===== config.mk =====
export PLATFORM = sky130hd
export DESIGN_NAME = vga_scan_timing_flat
export DESIGN_NICKNAME = d
export VERILOG_FILES = /design/src/rtl/vga_scan_timing_if.sv /design/src/rtl/vga_scan_timing.sv /design/src/flat_wrapper.sv
export SDC_FILE = /design/constraint.sdc
export NUM_CORES = 1
export LEC_CHECK = 0
export ABC_CLOCK_PERIOD_IN_PS = 4450
export BUFFER_PORTS_ARGS = -buffer_cell sky130_fd_sc_hd__buf_2
export CORE_ASPECT_RATIO = 0.6
export CORE_MARGIN = 4
export CORE_UTILIZATION = 34
export CTS_CLUSTER_SIZE = 14
export DETAILED_ROUTE_END_ITERATION = 16
export GPL_ROUTABILITY_DRIVEN = 0
export PLACE_DENSITY = 0.68
export SKIP_LAST_GASP = 1
export SYNTH_ARGS = -nofsm -noshare
export SYNTH_HDL_FRONTEND = slang
export SYNTH_SLANG_ARGS = --single-unit

===== constraint.sdc =====
create_clock -name vga_clk -period 4.45 [get_ports vga_clk]
set_input_delay 0.2225 -clock vga_clk [delete_from_list [all_inputs] [get_ports vga_clk]]
set_output_delay 0.2225 -clock vga_clk [all_outputs]
set_load 0.05 [all_outputs]

===== src/rtl/vga_scan_timing_if.sv =====
// -----------------------------------------------------------------------------
// vga_scan_timing_if
// Pixel-path bundle between the scan timing generator and its neighbours.
//   master : timing generator (drives scan coordinates, sync and colour pins,
//            consumes the composited colour coming back from the sprite mux)
//   slave  : sprite/background mux plus VGA connector side
// Signals:
//   DrawX, DrawY   10-bit scan coordinates
//   blank          1 = (DrawX, DrawY) is visible, undelayed
//   frame_start    one-cycle pulse at (0,0)
//   red/green/blue_in   4-bit composited colour, PIX_LAT cycles behind DrawX/Y
//   hs, vs         active-low syncs aligned to the colour pins
//   red/green/blue_out  registered VGA colour pins
//   test_mode      colour-bar select (only with VGA_TEST_PATTERN_EN defined)
// -----------------------------------------------------------------------------
interface vga_scan_timing_if;
  logic [9:0] DrawX;
  logic [9:0] DrawY;
  logic       blank;
  logic       frame_start;
  logic [3:0] red_in;
  logic [3:0] green_in;
  logic [3:0] blue_in;
  logic       hs;
  logic       vs;
  logic [3:0] red_out;
  logic [3:0] green_out;
  logic [3:0] blue_out;
`ifdef VGA_TEST_PATTERN_EN
  logic       test_mode;

  modport master (
    output DrawX, DrawY, blank, frame_start, hs, vs, red_out, green_out, blue_out,
    input  red_in, green_in, blue_in, test_mode
  );
  modport slave (
    input  DrawX, DrawY, blank, frame_start, hs, vs, red_out, green_out, blue_out,
    output red_in, green_in, blue_in, test_mode
  );
`else
  modport master (
    output DrawX, DrawY, blank, frame_start, hs, vs, red_out, green_out, blue_out,
    input  red_in, green_in, blue_in
  );
  modport slave (
    input  DrawX, DrawY, blank, frame_start, hs, vs, red_out, green_out, blue_out,
    output red_in, green_in, blue_in
  );
`endif
endinterface


===== src/rtl/vga_scan_timing.sv =====
// -----------------------------------------------------------------------------
// vga_scan_timing
// Raster scan timing for 640x480@60. Produces DrawX/DrawY/blank/frame_start for
// the sprite renderers, takes their registered colour back PIX_LAT cycles later
// and drives hs/vs/colour pins with everything re-aligned (PIX_LAT+1 cycles
// from a counter value to its pins). Colour is forced black outside the
// visible area.
// Ports:
//   vga_clk  pixel clock, rising edge
//   reset    synchronous, active high
//   pix      vga_scan_timing_if.master (coordinates, syncs, colour in/out)
// Optional feature: define VGA_TEST_PATTERN_EN to add pix.test_mode, which
// replaces the colour inputs with 8 colour bars taken from DrawX[8:6].
// -----------------------------------------------------------------------------
module vga_scan_timing #(
  parameter int H_VISIBLE = 640,
  parameter int H_FRONT   = 16,
  parameter int H_SYNC    = 96,
  parameter int H_BACK    = 48,
  parameter int V_VISIBLE = 480,
  parameter int V_FRONT   = 10,
  parameter int V_SYNC    = 2,
  parameter int V_BACK    = 33,
  parameter int PIX_LAT   = 1
) (
  input  logic              vga_clk,
  input  logic              reset,
  vga_scan_timing_if.master pix
);

  localparam int H_TOTAL = H_VISIBLE + H_FRONT + H_SYNC + H_BACK;
  localparam int V_TOTAL = V_VISIBLE + V_FRONT + V_SYNC + V_BACK;

  localparam logic [9:0] H_MAX = 10'(H_TOTAL - 1);
  localparam logic [9:0] V_MAX = 10'(V_TOTAL - 1);
  localparam logic [9:0] H_VIS = 10'(H_VISIBLE);
  localparam logic [9:0] V_VIS = 10'(V_VISIBLE);
  localparam logic [9:0] HS_LO = 10'(H_VISIBLE + H_FRONT);
  localparam logic [9:0] HS_HI = 10'(H_VISIBLE + H_FRONT + H_SYNC);
  localparam logic [9:0] VS_LO = 10'(V_VISIBLE + V_FRONT);
  localparam logic [9:0] VS_HI = 10'(V_VISIBLE + V_FRONT + V_SYNC);

  logic [9:0] hc_q, hc_d;
  logic [9:0] vc_q, vc_d;
  logic       blank_raw, hs_raw, vs_raw;

  // Alignment pipes: tap[0] is the undelayed term, tap[PIX_LAT] lines up with
  // the colour arriving on red_in/green_in/blue_in.
  logic [PIX_LAT:1] hs_pipe_q, vs_pipe_q, bl_pipe_q;
  logic [PIX_LAT:0] hs_tap, vs_tap, bl_tap;

  logic        hs_q, vs_q;
  logic [11:0] rgb_q, rgb_d;

  // Counters: vc only moves on the hc wrap cycle.
  always_comb begin
    hc_d = hc_q + 10'd1;
    vc_d = vc_q;
    if (hc_q == H_MAX) begin
      hc_d = '0;
      vc_d = (vc_q == V_MAX) ? '0 : vc_q + 10'd1;
    end
  end

  assign blank_raw = (hc_q < H_VIS) && (vc_q < V_VIS);
  assign hs_raw    = !((hc_q >= HS_LO) && (hc_q < HS_HI));
  assign vs_raw    = !((vc_q >= VS_LO) && (vc_q < VS_HI));

  assign hs_tap = {hs_pipe_q, hs_raw};
  assign vs_tap = {vs_pipe_q, vs_raw};
  assign bl_tap = {bl_pipe_q, blank_raw};

`ifdef VGA_TEST_PATTERN_EN
  // Bar index and mode travel with the pixel so test_mode can flip mid-frame.
  logic [PIX_LAT:1][2:0] bar_pipe_q;
  logic [PIX_LAT:0][2:0] bar_tap;
  logic [PIX_LAT:1]      tm_pipe_q;
  logic [PIX_LAT:0]      tm_tap;

  assign bar_tap = {bar_pipe_q, hc_q[8:6]};
  assign tm_tap  = {tm_pipe_q, pix.test_mode};

  always_ff @(posedge vga_clk) begin
    if (reset) begin
      bar_pipe_q <= '0;
      tm_pipe_q  <= '0;
    end else begin
      bar_pipe_q <= bar_tap[PIX_LAT-1:0];
      tm_pipe_q  <= tm_tap[PIX_LAT-1:0];
    end
  end
`endif

  always_comb begin
    rgb_d = '0;
    if (bl_tap[PIX_LAT]) begin
      rgb_d = {pix.red_in, pix.green_in, pix.blue_in};
`ifdef VGA_TEST_PATTERN_EN
      if (tm_tap[PIX_LAT])
        rgb_d = {{4{bar_tap[PIX_LAT][0]}}, {4{bar_tap[PIX_LAT][1]}},
                 {4{bar_tap[PIX_LAT][2]}}};
`endif
    end
  end

  always_ff @(posedge vga_clk) begin
    if (reset) begin
      hc_q      <= '0;
      vc_q      <= '0;
      hs_pipe_q <= '1;
      vs_pipe_q <= '1;
      bl_pipe_q <= '0;
      hs_q      <= 1'b1;
      vs_q      <= 1'b1;
      rgb_q     <= '0;
    end else begin
      hc_q      <= hc_d;
      vc_q      <= vc_d;
      hs_pipe_q <= hs_tap[PIX_LAT-1:0];
      vs_pipe_q <= vs_tap[PIX_LAT-1:0];
      bl_pipe_q <= bl_tap[PIX_LAT-1:0];
      hs_q      <= hs_tap[PIX_LAT];
      vs_q      <= vs_tap[PIX_LAT];
      rgb_q     <= rgb_d;
    end
  end

  assign pix.DrawX       = hc_q;
  assign pix.DrawY       = vc_q;
  assign pix.blank       = blank_raw;
  assign pix.frame_start = (hc_q == 10'd0) && (vc_q == 10'd0);
  assign pix.hs          = hs_q;
  assign pix.vs          = vs_q;
  assign pix.red_out     = rgb_q[11:8];
  assign pix.green_out   = rgb_q[7:4];
  assign pix.blue_out    = rgb_q[3:0];

endmodule


===== src/flat_wrapper.sv =====
// flat-port wrapper written by rule: the top's interface ports become plain ports
module vga_scan_timing_flat 
#(
  parameter int H_VISIBLE = 640,
  parameter int H_FRONT   = 16,
  parameter int H_SYNC    = 96,
  parameter int H_BACK    = 48,
  parameter int V_VISIBLE = 480,
  parameter int V_FRONT   = 10,
  parameter int V_SYNC    = 2,
  parameter int V_BACK    = 33,
  parameter int PIX_LAT   = 1
)
  (vga_clk, reset, pix_DrawX, pix_DrawY, pix_blank, pix_frame_start, pix_hs, pix_vs, pix_red_out, pix_green_out, pix_blue_out, pix_red_in, pix_green_in, pix_blue_in);
  vga_scan_timing_if pix_i ();
  input  logic vga_clk;
  input  logic reset;
  output wire logic [$bits(pix_i.DrawX)-1:0] pix_DrawX;
  output wire logic [$bits(pix_i.DrawY)-1:0] pix_DrawY;
  output wire logic [$bits(pix_i.blank)-1:0] pix_blank;
  output wire logic [$bits(pix_i.frame_start)-1:0] pix_frame_start;
  output wire logic [$bits(pix_i.hs)-1:0] pix_hs;
  output wire logic [$bits(pix_i.vs)-1:0] pix_vs;
  output wire logic [$bits(pix_i.red_out)-1:0] pix_red_out;
  output wire logic [$bits(pix_i.green_out)-1:0] pix_green_out;
  output wire logic [$bits(pix_i.blue_out)-1:0] pix_blue_out;
  input wire logic [$bits(pix_i.red_in)-1:0] pix_red_in;
  input wire logic [$bits(pix_i.green_in)-1:0] pix_green_in;
  input wire logic [$bits(pix_i.blue_in)-1:0] pix_blue_in;
  assign pix_DrawX = pix_i.DrawX;
  assign pix_DrawY = pix_i.DrawY;
  assign pix_blank = pix_i.blank;
  assign pix_frame_start = pix_i.frame_start;
  assign pix_hs = pix_i.hs;
  assign pix_vs = pix_i.vs;
  assign pix_red_out = pix_i.red_out;
  assign pix_green_out = pix_i.green_out;
  assign pix_blue_out = pix_i.blue_out;
  assign pix_i.red_in = pix_red_in;
  assign pix_i.green_in = pix_green_in;
  assign pix_i.blue_in = pix_blue_in;
  vga_scan_timing #(.H_VISIBLE(H_VISIBLE), .H_FRONT(H_FRONT), .H_SYNC(H_SYNC), .H_BACK(H_BACK), .V_VISIBLE(V_VISIBLE), .V_FRONT(V_FRONT), .V_SYNC(V_SYNC), .V_BACK(V_BACK), .PIX_LAT(PIX_LAT)) u_core (.vga_clk(vga_clk), .reset(reset), .pix(pix_i));
endmodule

==> results of run 1 <==
==> where the power goes <==
| group | internal, mW | switching (mW) |
|---|---|---|
| clock | 0.168 | 0.124 |
| sequential | 0.338 | 0.00447 |
| combinational | 0.0174 | 0.0433 |
| total | 0.523 | 0.172 |
==> path summary, 6_finish.rpt <==
kind	endpoint	slack, ps	cells past startpoint
max reg2reg	u_core.pix.DrawY[9]	2340	4
min reg2reg	u_core.pix.hs	420	1
max	pix_frame_start	2280	6
min	u_core.rgb_q[3]	130	2
==> Yosys cell counts <==
| library cell | instances | area [sq um] |
|---|---|---|
| xnor2_1 | 7 | 61.3 |
| nor4bb_1 | 1 | 10.0 |
| ha_1 | 4 | 50.1 |
| nor4b_1 | 1 | 8.76 |
| or3b_1 | 1 | 8.76 |
| or2_2 | 2 | 12.5 |
| nor3_1 | 9 | 45.0 |
| and2_1 | 13 | 81.3 |
| clkbuf_1 | 5 | 18.8 |
| nand3b_1 | 1 | 7.51 |
| or3_2 | 1 | 7.51 |
| or4_2 | 1 | 8.76 |
| o21ai_0 | 4 | 20.0 |
| o32ai_1 | 1 | 8.76 |
| dfxtp_1 | 37 | 741 |
| nand4b_1 | 1 | 8.76 |
| o21a_1 | 1 | 7.51 |
| nand3_1 | 6 | 30.0 |
| xor2_1 | 5 | 43.8 |
| buf_6 | 2 | 22.5 |
| nor2b_1 | 1 | 6.26 |
| nand2_1 | 10 | 37.5 |
| nor4_1 | 7 | 43.8 |
| nand4bb_1 | 1 | 11.3 |
| and4b_1 | 1 | 10.0 |
| clkbuf_2 | 1 | 5.00 |
| or3_1 | 3 | 18.8 |
| nor3_2 | 1 | 10.0 |
| a31o_2 | 2 | 17.5 |
| nand4_1 | 8 | 50.1 |
| nand2b_1 | 2 | 12.5 |
| nor2_1 | 13 | 48.8 |
| and4_1 | 1 | 8.76 |
| inv_1 | 6 | 22.5 |
| or4_4 | 1 | 11.3 |
| nor3b_1 | 2 | 15.0 |
| a21oi_1 | 4 | 20.0 |
| o31ai_1 | 1 | 7.51 |
==> kinds of logic (layout without fill, tap and decap cells) <==
kind of cell,after synthesis,count (layout)
adder cells (fa/ha/maj),4,4
XOR/XNOR,12,12
AO/OA/AOI/OAI,13,13
AND/OR/NAND/NOR,88,88
buffers and inverters,14,63
flip-flops,37,37
==> metal layers <==
layer  GRT usage (%)  vias to the layer above
met5               0                        -
met4            4.86                        0
met3            5.20                        2
met2            16.4                       54
met1            20.2                      597
li1                -                      685
==> per-stage QoR <==
stage / area [sq um] / setup slack, ps / hold WS (ps) / cells
detailed placement: 1830 / 2380 / 404 / 269
global route: 1950 / 2120 / 126 / 277
CTS: 1950 / 2280 / 114 / 277
global placement: 1830 / 2410 / 391 / 269
finish: 1950 / 2280 / 125 / 277
floorplan: 1560 / 1590 / 344 / 168
==> layout make-up <==
cell class / count / share of cell area (%)
Timing Repair Buffer: 49 / 12.6
Multi-Input combinational cell: 117 / 38.5
Clock inverter: 3 / 2.25
Tap cell: 60 / 3.86
Inverter: 6 / 1.16
Sequential cell: 37 / 38.1
Clock buffer: 5 / 3.54
==> worst register-to-register path, cell delays in order (launching register included) <==
cell and delay (ps):
dfxtp_1 450, or3b_1 520, or4_4 620, or3_1 320, a21oi_1 140
==> registers in the layout, indices dropped and copies added, names as in the netlist <==
signal and flops:
u_core.hs_pipe_q 1, u_core.pix.DrawY 10, u_core.bl_pipe_q 1, u_core.pix.hs 1
u_core.rgb_q 12, u_core.vs_pipe_q 1, u_core.pix.vs 1, u_core.pix.DrawX 10
==> summary.txt, run 1 <==
Type of the worst setup path = flop to output port
Post_cts resized = 0
Critical Path Start = u_core.pix.DrawX[0]
Vias = 1,338
Routed met2 length = 1400 um
Fmax = 0.462 GHz
Initial antenna violation count = 0
Slowest CP cell = dfxtp_1
Fillers = 430
FF+latch area = 741 sq um
Vias per cell = 4.83
Critical Path RT = 4230 ps
CTS clk-pin slew, worst paths = 80 ps
Vias in the first global route = 1,121
Die footprint = 5770 sq um
CTS H-Tree Depth = 2
Die X = 95.4 um
CTS tree = yes
Compound-Gate Fraction of Synth Area = 5.22%
Post-Syn Instances = 168
Worst r2r src = u_core.pix.DrawX[8]
Critical Path End Type = output port
Total power = 695 uW
Critical path cell sequence = inv_1 > ha_1 > nor4b_1 > nand4_1 > nor4bb_1 > buf_2
First-pass GRT wire length = 5730 um
Worst Setup Start Kind = flop
Most common cell after layout, fill and taps aside = buf_2
Netlist cell types = 38
Post-Route Utilization = 45.7%
Num Clock Sinks = 37
Hold path start = pix_blue_in[3]
Layout area overhead = 24.8%
GRT Resource Usage Total = 13.3%
Post-CTS Hold Buffers = 0
DP HPWL = 2830 um
Wire length per cell = 13.4 um
Power Dens Cells = 357 nW/um^2
Cell family with most CP delay = simple AND/OR/NAND/NOR gates
Setup total negative slack = 0 ps
Commonest non-fill, non-tap cells in the layout = buf_2 (49), dfxtp_1 (37), nor2_1 (13), and2_1 (13), nand2_1 (10)
Syn avg cell area = 9.28 sq um
CTS buffer count = 5
Simple-gate portion of the synthesized area = 32.9%
Port bufs = 49
Warning count from the yosys run = 0
Clk_lat worst skew = 290 ps
Max incr delay on CP = 360 ps
Mux contribution to synthesized area = 0%
Final hold violations = 0
Max_cap viols = 0
I/O pins = 50
Fin crit share = 48.7%
Syn Nets = 186
Final slew viol count = 0
Peak VDD IR = 0.175 mV
Initial Utilization = 36.6%
Worst EP arrival = 1940 ps
Worst hold path class = input port to flop
Final WL = 3710 um
Met3 routed WL = 433 um
Root buf cell = clkbuf_8
Multi-input logic area = 749 sq um
Area of the core = 4260 sq um
Grt ovf = 0
Post-CTS setup buffer count = 0
Met1 Wirelength = 1860 um
Xor and xnor area share after synthesis = 6.74%
Final setup viols = 0
# rows = 18
Count of antenna-violating nets left after detailed routing = 0
Final Net Count = 234
Share of post-route cells with drive strength above 1 = 30.0%
RSZ-0062 raised after global routing = false
Max Clock Skew = 10.7 ps
Buf/Inv on CP = 2
DRC viols = 0
CP max FO = 6
Worst-Margin Slew = 656 ps
DR pass1 iterations = 4
Adder-Cell Fraction of Synth Area = 3.21%
Sequential area share after synthesis = 47.5%
Initial DRC count = 115
Main combinational cell family by area after synthesis = simple AND/OR/NAND/NOR gates
Tmin final = 2170 ps
Status = complete, no violations
Slew headroom = 56.1%
Chip height = 60.5 um
Post-Synthesis Cell Area = 1560 sq um
Yosys reg bits = 37
DR top layer = met4
# diodes = 0
Leakage = 0.787 nW
Pin count of the biggest net entering global routing = 21
Clock Path Buffers = 2
No activity file was read; power rests on OpenSTA's default activity.
==> run 2: changes to the inputs <==
--- a/config.mk
+++ b/config.mk
@@ -5,7 +5,7 @@
 export SDC_FILE = /design/constraint.sdc
 export NUM_CORES = 1
 export LEC_CHECK = 0
-export ABC_CLOCK_PERIOD_IN_PS = 4450
+export ABC_CLOCK_PERIOD_IN_PS = 1750
 export BUFFER_PORTS_ARGS = -buffer_cell sky130_fd_sc_hd__buf_2
 export CORE_ASPECT_RATIO = 0.6
 export CORE_MARGIN = 4
@@ -13,7 +13,7 @@
 export CTS_CLUSTER_SIZE = 14
 export DETAILED_ROUTE_END_ITERATION = 16
 export GPL_ROUTABILITY_DRIVEN = 0
-export PLACE_DENSITY = 0.68
+export PLACE_DENSITY = 0.7
 export SKIP_LAST_GASP = 1
 export SYNTH_ARGS = -nofsm -noshare
 export SYNTH_HDL_FRONTEND = slang
==> constraint.sdc (replaced) <==
create_clock -name vga_clk -period 1.75 [get_ports vga_clk]
set_input_delay 0.0875 -clock vga_clk [delete_from_list [all_inputs] [get_ports vga_clk]]
set_output_delay 0.0875 -clock vga_clk [all_outputs]
set_load 0.05 [all_outputs]
==> run 2 against run 1 <==
First-iteration DRC count shrank 63%; sequential power grew to 2.5 times the previous value; highest routed layer unchanged; clock power grew to 2.6 times the previous value; core utilization grew 10 points; non-clock buffer count grew 37; power grew to 2.6 times the previous value; cell count grew 13%; worst setup slack lost 2300 ps; flip-flop and latch count is the same; design area grew 22%; worst hold slack lost 39 ps; the run now ends with setup timing left.
==> summary.txt, run 2 (synthesis results as in run 1) <==
Layout Cells excl Fill = 314 (was 277)
Fin crit share = 103%
Final Net Count = 271 (was 234)
# diodes = 0 (unchanged)
Peak VDD IR = 0.498 mV (was 0.175 mV)
CTS tree = yes (unchanged)
DRC viols = 0 (unchanged)
Critical Path RT = 1660 ps (was 4230 ps)
Port bufs = 49 (unchanged)
Slowest CP cell = dfxtp_2 (was dfxtp_1)
GRT busiest layer = met2 (was met1)
Grt met3 use = 5.82% (was 5.20%)
Root buf cell = clkbuf_8 (unchanged)
Worst Setup Start Kind = flop (unchanged)
Pin count of the biggest net entering global routing = 17 (was 21)
Total power = 1.84 mW (was 695 uW)
Die footprint = 5770 sq um (unchanged)
GR Util met2 = 24.1% (was 16.4%)
Clock share of power = 40.7% (was 42.0%)
CTS H-Tree Depth = 2 (unchanged)
RSZ-0062 raised after global routing = true (was false)
Net Sw Frac = 25.1% (was 24.7%)
# rows = 18 (unchanged)
Total net switching power = 460 uW (was 172 uW)
Worst-Margin Slew = 530 ps (was 656 ps)
Setup total negative slack = -94.3 ps (was 0 ps)
Wire length per cell = 14.2 um (was 13.4 um)
R2r setup slk = -20 ps (was 2340 ps)
Commonest non-fill, non-tap cells in the layout = buf_2 (48), dfxtp_1 (27), buf_4 (23) (was buf_2 (49), dfxtp_1 (37), nor2_1 (13), and2_1 (13), nand2_1 (10))
CTS clk-pin slew, worst paths = 80 ps (about the same)
DP HPWL = 3170 um (was 2830 um)
Die X = 95.4 um (unchanged)
Worst EP arrival = 1720 ps (was 1940 ps)
Max Clock Skew = 6.32 ps (was 10.7 ps)
Placed Instances = 292 (was 269)
Violated checks = setup timing
Leakage = 1.00 nW (was 0.787 nW)
CP max FO = 3 (was 6)
GRT Resource Usage Total = 15.7% (was 13.3%)
M1 GR Usage = 21.3% (was 20.2%)
Type of the worst setup path = flop to output port (unchanged)
Vias per cell = 4.86 (was 4.83)
Vias in the first global route = 1,477 (was 1,121)
Final hold violations = 0 (unchanged)
Share of post-route cells with drive strength above 1 = 44.1% (was 30.0%)
Initial DRC count = 43 (was 115)
Slew headroom = 64.6% (was 56.1%)
Vias = 1,527 (was 1,338)
Max_cap viols = 0 (unchanged)
Final setup viols = 3 (was 0)
Cell family with most CP delay = simple AND/OR/NAND/NOR gates (unchanged)
DR pass1 iterations = 4 (unchanged)
Final worst slack = -60.4 ps (was 2280 ps)
Clock Path Buffers = 2 (unchanged)
Chip height = 60.5 um (unchanged)
Seq pwr share = 47.3% (was 49.3%)
Final WL = 4460 um (was 3710 um)
CTS buffer count = 5 (unchanged)
Layout area overhead = 52.2% (was 24.8%)
Initial Utilization = 36.6% (unchanged)
Grt ovf = 0 (unchanged)
Num Clock Sinks = 37 (unchanged)
Max reg flops = 12 (unchanged)
Initial antenna violation count = 0 (unchanged)
Comb pwr share = 12.0% (was 8.7%)
Critical Path End Type = output port (unchanged)
Hold slack = 86.3 ps (was 125 ps)
Area of the core = 4260 sq um (unchanged)
Top reg by flops = u_core.rgb_q (unchanged)
Power Dens Cells = 773 nW/um^2 (was 357 nW/um^2)
Tmin final = 1810 ps
Status = finished with violations (was complete, no violations)
Fmax = 0.552 GHz
First-pass GRT wire length = 6930 um (was 5730 um)
Max incr delay on CP = 340 ps (was 360 ps)
Final slew viol count = 0 (unchanged)
Post-Route Utilization = 55.8% (was 45.7%)
I/O pins = 50 (unchanged)
Worst hold path class = input port to flop (unchanged)
Clk_lat worst skew = 290 ps (about the same)
Most common cell after layout, fill and taps aside = buf_2 (unchanged)
Count of antenna-violating nets left after detailed routing = 0 (unchanged)
Internal power = 1.38 mW (was 523 uW)
Critical path cell sequence = inv_2 > ha_4 > nor4b_4 > nand4_1 > nor4bb_4 > buf_6 (was inv_1 > ha_1 > nor4b_1 > nand4_1 > nor4bb_1 > buf_2)
Buf/Inv on CP = 2 (unchanged)
[run 2: cell types whose count changed in the layout (fill, tap and decap cells not counted), sizes merged]
| cell | delta |
|---|---|
| buf | +25 |
| dlygate4sd3 | +12 |
[run 2: stage by stage]
stage / worst slack (ps) / cell area [sq um]
2_1_floorplan: -246 / 1610
3_3_place_gp: 36.1 / 2050
3_5_place_dp: -9.99 / 2050
4_1_cts: -52.4 / 2340
5_1_grt: -117 / 2370
6_report: -60.4 / 2370
[run 2: area by class of cell]
type                       instances  area [sq um]
clock inverter                     3          43.8
sequential                        37           761
tap                               60          75.1
timing repair buffer              86           567
multi-input combinational        117           836
fill                             392          1880
clock buffer                       5          68.8
inverter                           6          22.5
[run 2: final timing paths]
path                                           from  cells past startpoint                  end
worst max-delay path            u_core.pix.DrawX[1]                      6      pix_frame_start
worst max register to register  u_core.pix.DrawX[1]                      5  u_core.pix.DrawY[9]
worst min-delay path                          reset                      2        u_core.pix.vs
worst min register to register     u_core.vs_pipe_q                      1        u_core.pix.vs
[run 2: timing repair]
action	in CTS	in global routing
hold buffers	12	0
pin swaps	4	2
buffers inserted	1	1
endpoints found under the hold margin	12	0
endpoints found under the setup margin	4	10
resized for setup	12	6
cloned	0	0
[run 2: power groups by stage]
stage	sequential [mW]	clock (mW)	combinational [mW]
final	0.869	0.746	0.220
after global routing	0.871	0.798	0.233
after CTS	0.868	0.763	0.218
after detailed placement	0.887	0	0.180
after global placement	0.886	0	0.177
after floorplan	0.946	0	0.0627
[run 2: layer usage]
metal  part of all wire (%)  vias to the layer above  wire, um
met2                     42                       61      1850
met4                   0.65                        0        29
met1                     49                      705      2190
met5                      0                        -         0
met3                    8.7                        5       387
li1                       -                      756         -
